--- src/rtl/fx3_burst_scheduler.sv ---
// -----------------------------------------------------------------------------
// fx3_burst_scheduler
//
// Moves 16-bit words from a show-ahead sample FIFO to the FX3 slave FIFO
// thread 0, one fixed-length DMA burst at a time. Each burst ends after
// BURST_LEN words. It can also end early: after the FX3 lowers its watermark
// flag, WM_LAT more words are written and then the burst stops. In test mode
// a free-running 16-bit counter is sent instead of FIFO data.
//
// Handshake: a word is issued in any WRITE/DRAIN cycle where a source word
// is available. The source is always available in test mode; otherwise it
// is available when fifoEmpty = 0. In FIFO mode fifoRead pops that word in
// the same cycle. On the next cycle fx3_nWrite = 0 and fx3_databus holds
// the word. There is no back-pressure once a burst has started.
//
// Parameters
//   BURST_LEN  words per burst (4..65535)
//   WM_LAT     words written after the watermark asserts (1..15, < BURST_LEN)
//
// Ports
//   clock, reset           single clock, synchronous active-high reset
//   runEnable              capture streaming requested
//   testMode               send counter pattern (sampled only between bursts)
//   fx3_th0Ready           0 = FX3 thread 0 ready
//   fx3_th0Watermark       0 = FX3 thread 0 watermark reached
//   fifoData               FIFO head word (show-ahead)
//   fifoEmpty/AlmostEmpty/Full  FIFO status
//   fifoRead               combinational pop strobe
//   fx3_nWrite             registered, 0 = fx3_databus valid
//   fx3_databus            registered word to the FX3
//   burstCount             registered completed-burst counter (wraps)
//   overflowFlag           sticky fifoFull seen while not IDLE
//   state                  FSM state (IDLE=0, WAIT_READY=1, WRITE=2, DRAIN=3)
// -----------------------------------------------------------------------------
module fx3_burst_scheduler #(
    parameter int BURST_LEN = 8192,
    parameter int WM_LAT    = 3
) (
    input  logic        clock,
    input  logic        reset,
    input  logic        runEnable,
    input  logic        testMode,
    input  logic        fx3_th0Ready,
    input  logic        fx3_th0Watermark,
    input  logic [15:0] fifoData,
    input  logic        fifoEmpty,
    input  logic        fifoAlmostEmpty,
    input  logic        fifoFull,
    output logic        fifoRead,
    output logic        fx3_nWrite,
    output logic [15:0] fx3_databus,
    output logic [15:0] burstCount,
    output logic        overflowFlag,
    output logic [1:0]  state
);

    typedef enum logic [1:0] {
        IDLE       = 2'd0,
        WAIT_READY = 2'd1,
        WRITE      = 2'd2,
        DRAIN      = 2'd3
    } state_t;

    localparam logic [15:0] LAST_WORD  = 16'(BURST_LEN - 1);
    localparam logic [3:0]  DRAIN_LOAD = 4'(WM_LAT);

    state_t      state_q;
    logic        mode_q;      // testMode frozen for the duration of a burst
    logic [15:0] test_cnt;
    logic [15:0] word_cnt;
    logic [3:0]  drain_cnt;

    logic        bursting;
    logic        word_issued;
    logic        last_word;
    logic        drain_done;
    logic        burst_end;
    logic [15:0] issue_word;

    always_comb begin
        bursting    = (state_q == WRITE) || (state_q == DRAIN);
        word_issued = bursting && (mode_q || !fifoEmpty);
        last_word   = (word_cnt == LAST_WORD);
        drain_done  = (state_q == DRAIN) && (drain_cnt == 4'd1);
        burst_end   = word_issued && (last_word || drain_done);
        issue_word  = mode_q ? test_cnt : fifoData;
    end

    // Pop strobe is masked by reset so a burst abandoned by reset never
    // consumes a FIFO word.
    assign fifoRead = word_issued && !mode_q && !reset;
    assign state    = state_q;

    always_ff @(posedge clock) begin
        if (reset) begin
            state_q      <= IDLE;
            mode_q       <= 1'b0;
            test_cnt     <= 16'h0000;
            word_cnt     <= 16'h0000;
            drain_cnt    <= 4'd0;
            fx3_nWrite   <= 1'b1;
            fx3_databus  <= 16'h0000;
            burstCount   <= 16'h0000;
            overflowFlag <= 1'b0;
        end else begin
            // Output register: a word issued now is presented next cycle.
            fx3_nWrite <= !word_issued;
            if (word_issued) begin
                fx3_databus <= issue_word;
            end
            if (word_issued && mode_q) begin
                test_cnt <= test_cnt + 16'd1;
            end

            if (fifoFull && (state_q != IDLE)) begin
                overflowFlag <= 1'b1;
            end

            case (state_q)
                IDLE: begin
                    mode_q <= testMode;
                    if (runEnable) begin
                        state_q <= WAIT_READY;
                    end
                end

                WAIT_READY: begin
                    mode_q <= testMode;
                    if (!runEnable) begin
                        state_q <= IDLE;
                    end else if (!fx3_th0Ready && (!fifoAlmostEmpty || testMode)) begin
                        state_q <= WRITE;
                    end
                end

                WRITE, DRAIN: begin
                    // runEnable and fx3_th0Ready are deliberately ignored
                    // here. Once a burst starts it runs to completion.
                    if (burst_end) begin
                        burstCount <= burstCount + 16'd1;
                        word_cnt   <= 16'h0000;
                        drain_cnt  <= 4'd0;
                        state_q    <= runEnable ? WAIT_READY : IDLE;
                    end else begin
                        if (word_issued) begin
                            word_cnt <= word_cnt + 16'd1;
                        end
                        if (state_q == WRITE) begin
                            // The watermark is an FX3-side event. It starts
                            // the drain window even if the FIFO is empty this
                            // cycle. A word issued in the same cycle does not
                            // consume a drain slot.
                            if (!fx3_th0Watermark) begin
                                state_q   <= DRAIN;
                                drain_cnt <= DRAIN_LOAD;
                            end
                        end else if (word_issued) begin
                            drain_cnt <= drain_cnt - 4'd1;
                        end
                    end
                end

                default: state_q <= IDLE;
            endcase
        end
    end

endmodule

--- config.mk ---
export PLATFORM = sky130hd
export DESIGN_NAME = fx3_burst_scheduler
export DESIGN_NICKNAME = d
export VERILOG_FILES = /design/src/rtl/fx3_burst_scheduler.sv
export SDC_FILE = /design/constraint.sdc
export NUM_CORES = 1
export LEC_CHECK = 0
export ABC_AREA = 1
export BUFFER_PORTS_ARGS = -buffer_cell sky130_fd_sc_hd__buf_2
export CAP_MARGIN = 30
export CORE_ASPECT_RATIO = 1.2
export CORE_MARGIN = 1
export CORE_UTILIZATION = 53
export DETAILED_ROUTE_END_ITERATION = 12
export PLACE_DENSITY_LB_ADDON = 0.05
export SLEW_MARGIN = 20
export SYNTH_ARGS = -nofsm -noshare
export SYNTH_HDL_FRONTEND = slang
export SYNTH_SLANG_ARGS = --single-unit
export TNS_END_PERCENT = 20
--- constraint.sdc ---
create_clock -name clock -period 2.3 [get_ports clock]
set_input_delay 0.23 -clock clock [delete_from_list [all_inputs] [get_ports clock]]
set_output_delay 0.23 -clock clock [all_outputs]
set_load 0.02 [all_outputs]
Word level (Yosys, flattened, before mapping)
Cells that the tools add are included.
- register bits: 73
- input bits: 25
- output and inout bits: 37
- equality and inequality tests: 10
- reduce and logical (&&, ||, !) cells: 28
- mux-type cells: 15
- add/subtract/negate cells: 4
- operators with widths (kind ; number):
    $add 16x1->16 const B ; 3
    $mux 16 ; 3
    $eq 16x13->1 const B ; 1
    $mux 4 ; 4
    $mux 2 ; 6
    $ne 3x3->1 const B ; 4
    $logic_and 1x1->1 ; 8
    $logic_not 1->1 ; 6
    $pmux 2 s3 ; 1
    $eq 2x2->1 const B ; 2
    $eq 4x1->1 const B ; 1
    $logic_or 1x1->1 ; 4
    $reduce_and 2->1 ; 2
    $reduce_and 4->1 ; 1
    $reduce_bool 2->1 ; 2
    $reduce_or 2->1 ; 2
    $sub 4x1->4 const B ; 1
    $reduce_and 3->1 ; 1
    $reduce_bool 3->1 ; 1
    $eq 2x1->1 const B ; 1
    $logic_not 2->1 ; 1
    $ne 2x2->1 const B ; 1
    $mux 1 ; 1

Longest topological paths before layout
- depth in word-level cells: 6
- mapped depth: 12
- gate-level depth less buffers: 12

Worst setup path after synthesis
OpenSTA, ideal clock, no wires.
- path kind: register to register
- start: register burstCount[0]
- end: register burstCount[12]
- arrival: 1552 ps
- data required time: 2184 ps
- setup slack: 632 ps
- cell stages (with the launch flop): 9
- path through: dfxtp_1 -> ha_1 -> inv_1 -> nor3_1 -> nand2_1 -> nor2_1 -> nand2_1 -> o21ai_0 -> nor2_1
- word-level cells in the longest chain between the ends: 1
- ends and longest elaborated chain (item ; RTL line ; RTL):
    start: declaration ; 52 ; output logic [15:0] burstCount,
    start signal: assignment ; 140 ; burstCount <= burstCount + 16'd1;
    $add 16x1->16 ; 140 ;
Every way passes these cells.
A chain may end at the register's enable or synchronous reset.

Worst setup path in the final report
- start: register mode_q
- end: output port fifoRead
- word-level cells in the longest chain between the ends: 4
- elaborated cells on any way between the ends: 5
- classes of those cells: reduce/logical (5)
- ends and longest elaborated chain (item ; RTL line ; RTL):
    start: declaration ; 68 ; logic mode_q;
    start signal: assignment ; 121 ; mode_q <= testMode;
    start signal: assignment ; 128 ; mode_q <= testMode;
    $logic_or 1x1->1 ; 82 ; word_issued = bursting && (mode_q || !fifoEmpty);
    $logic_and 1x1->1 ; 82 ;
    $logic_and 1x1->1 * (2 in series) ; 91 ; assign fifoRead = word_issued && !mode_q && !reset;
    end: declaration ; 49 ; output logic fifoRead,
Every way passes the cells marked *; elsewhere a longest branch is shown, timed or not.

==> results.cfg <==
[floorplan]
die_area_sq_um = 7040
die-height_um = 91.7
fp.coreArea_sq_um = 6450
placementRows = 32
start_util_pct = 55.1
io_pins = 62
die_w_um = 76.8

[synth]
netlist.area_leader.share_pct = 41.1
synth_edf_count = 0
ys_seq_elements = 73
yosys-top-cells-area = dfxtp_1 41%, nand2_1 13%, a21oi_1 7.5%
synthCells = 511
ys_seq_area_share_pct = 41.1
synth_fp_nets = 541
syn-cell-area_sq_um = 3550
synthArstFlopShare_pct = 0
ys.flop_type = dfxtp_1
avgSynthCellArea_sq_um = 6.96
ys_types = 36
yosys.area.top_type = dfxtp_1
ys_warn_count = 0

[global_routing]
grt_pass1_vias = 3159
met3_usage_pct = 5.47
grt_use_met1_pct = 29.1
use_met2_pct = 45.5
overflow = 0
antenna_found_initial = 0
grt_pass1_wl_um = 14100
grt_start_max_net_pins = 33
busiest_layer = met2
track_usage_pct = 25.2

[cts]
clock_sinks = 73
clkLatencyLatePin_ns = 0.35
clock_tree.buffer_depth = 2
cts_tree = built
htree_levels = 3
cts-resized-gates = 0
cts_buffers = 9
cts.clk_slew.worst_paths_ns = 0.08
cts-hold-fix-buffers = 0
clock-root-buffer = clkbuf_8

[hold_path]
hold_class = input pin to flop
min_from = fifoData[14]
min_path_cells = 3
holdPathEnd = fx3_databus[14]

[power]
powerDensity_nw_per_um2 = 686
fin_total_pwr_mw = 2.90
ir_worst_vdd_v = 0.000548
leakagePower_nw = 1.80

[layout]
utilization_pct = 65.5
num-nets-final = 608
final_area_sq_um = 4230
drive_above_1_share_pct = 18.7
fillers = 623
fin_cells = 668
antenna_cells = 0
syn_to_final_growth_pct = 18.9

[timing]
fmax_mhz = 481
finalCritPeriodShare_pct = 90.3
period_needed_ns = 2.08
maxSlewViolCount = 0
hold_violations = 0
hold_ws_ns = 0.0810
worst_slack_ns = 0.223
worstMarginPinSlew_ns = 0.562
rsz0062_at_grt = no
slew_headroom_pct = 62.4
setup_tns_ns = 0
setup_viol = 0
skew_ns = 0.00830

[outcome]
status = complete, no violations

[detailed_routing]
drc = 0
first_pass_iters = 4
vias = 3399
drt_iter0_drc = 128
vias_per_cell = 5.09
drt-wirelength-per-cell_um = 12.6
routed_wl_um = 8390
antenna_left = 0

[placed_design]
placedCellCount = 648
gp_congestion = 0.827
placed_cell_area_sq_um = 3930
portBuffers = 61
dp_hpwl_um = 6040
post-place-ws_ns = 0.445

[setup_path]
crit_start = mode_q
reg2reg_setup_slack_ns = 0.40
worst_setup_path_end_kind = output pin
critPathRequiredTime_ns = 2.07
cp_max_fo = 21
r2r_end = burstCount[5]
cp.arrival_ns = 1.85
worstReg2RegStart = state[1]
path_class = flop to output pin
r2r_cells = 8
start_kind = flop

[run]
maxCapViolCount = 0
[cell usage in the layout, fill, tap and decap left out, drive strengths merged, types with 6 or more instances in the layout]
cell type,n
buf,71
o21ai,22
a31oi,7
nand4,8
a22oi,6
a21oi,53
nand2,131
clkbuf,9
inv,66
dfxtp,73
nor3,20
nand3,24
nor2,60
[logic make-up after synthesis]
group | share of synthesized area, %
DFF | 41.1
adders and majority gates | 1.76
AOI/OAI and AO/OA | 14.0
buffers and inverters | 9.64
and+or+nand+nor | 31.5
xor gates and xnor gates | 1.97
[worst max-delay path by stage]
stage	slack, ns	endpoint
finish	0.22	fifoRead
global route	0.08	fifoRead
CTS	0.06	fifoRead
detailed placement	0.45	burstCount[5]
global placement	0.50	fifoRead
floorplan	0.63	burstCount[12]
[worst max-delay path: stages, from the launching register on]
cell	delay, ns
dfxtp_1	0.36
nand2_4	0.15
inv_4	0.12
nor2_4	0.48
nor2_4	0.11
nand2_1	0.08
inv_1	0.05
buf_2	0.15
[layout make-up]
type / count / area [sq um] / area share [%]
Clock buffer: 9 / 124 / 2.93
Clock inverter: 7 / 143 / 3.38
Inverter: 67 / 260 / 6.16
Multi-Input combinational cell: 356 / 1750 / 41.4
Sequential cell: 73 / 1460 / 34.6
Tap cell: 85 / 106 / 2.52
Timing Repair Buffer: 71 / 380 / 9.00
[synth_stat cells (all sizes together), types with 4 or more instances]
library cell / instances
nor2: 60
nor3b: 4
a21oi: 53
ha: 5
nand3: 24
a22oi: 6
inv: 66
nand4: 8
nor3: 20
nand2: 131
clkbuf: 8
o21ai: 22
dfxtp: 73
buf: 7
a31oi: 7
xor2: 5
[power breakdown]
| part | switching, mW | leakage, nW | internal (mW) |
|---|---|---|---|
| registers | 0.0252 | 0.589 | 1.29 |
| logic | 0.157 | 1.08 | 0.0970 |
| clock network | 0.497 | 0.133 | 0.832 |
[state kept, by name (all words and copies together), names as in the netlist]
| signal | count |
|---|---|
| burstCount | 16 |
| fx3_databus | 16 |
| test_cnt | 16 |
| word_cnt | 16 |
| drain_cnt | 4 |
| state | 2 |
| fx3_nWrite | 1 |
| mode_q | 1 |
| overflowFlag | 1 |
[layer usage]
| metal | routed length [um] | vias up |
|---|---|---|
| met1 | 3800 | 1556 |
| met3 | 216 | 9 |
| met5 | 0 | - |
| met4 | 116 | 0 |
| met2 | 4260 | 46 |
| li1 | - | 1788 |
[repair_timing]
action | CTS | global route
endpoints found under the setup margin | 0 | 1
hold endpoints to repair | 0 | 0
buffers inserted | 0 | 4
Power figures use the tool's default switching activity.
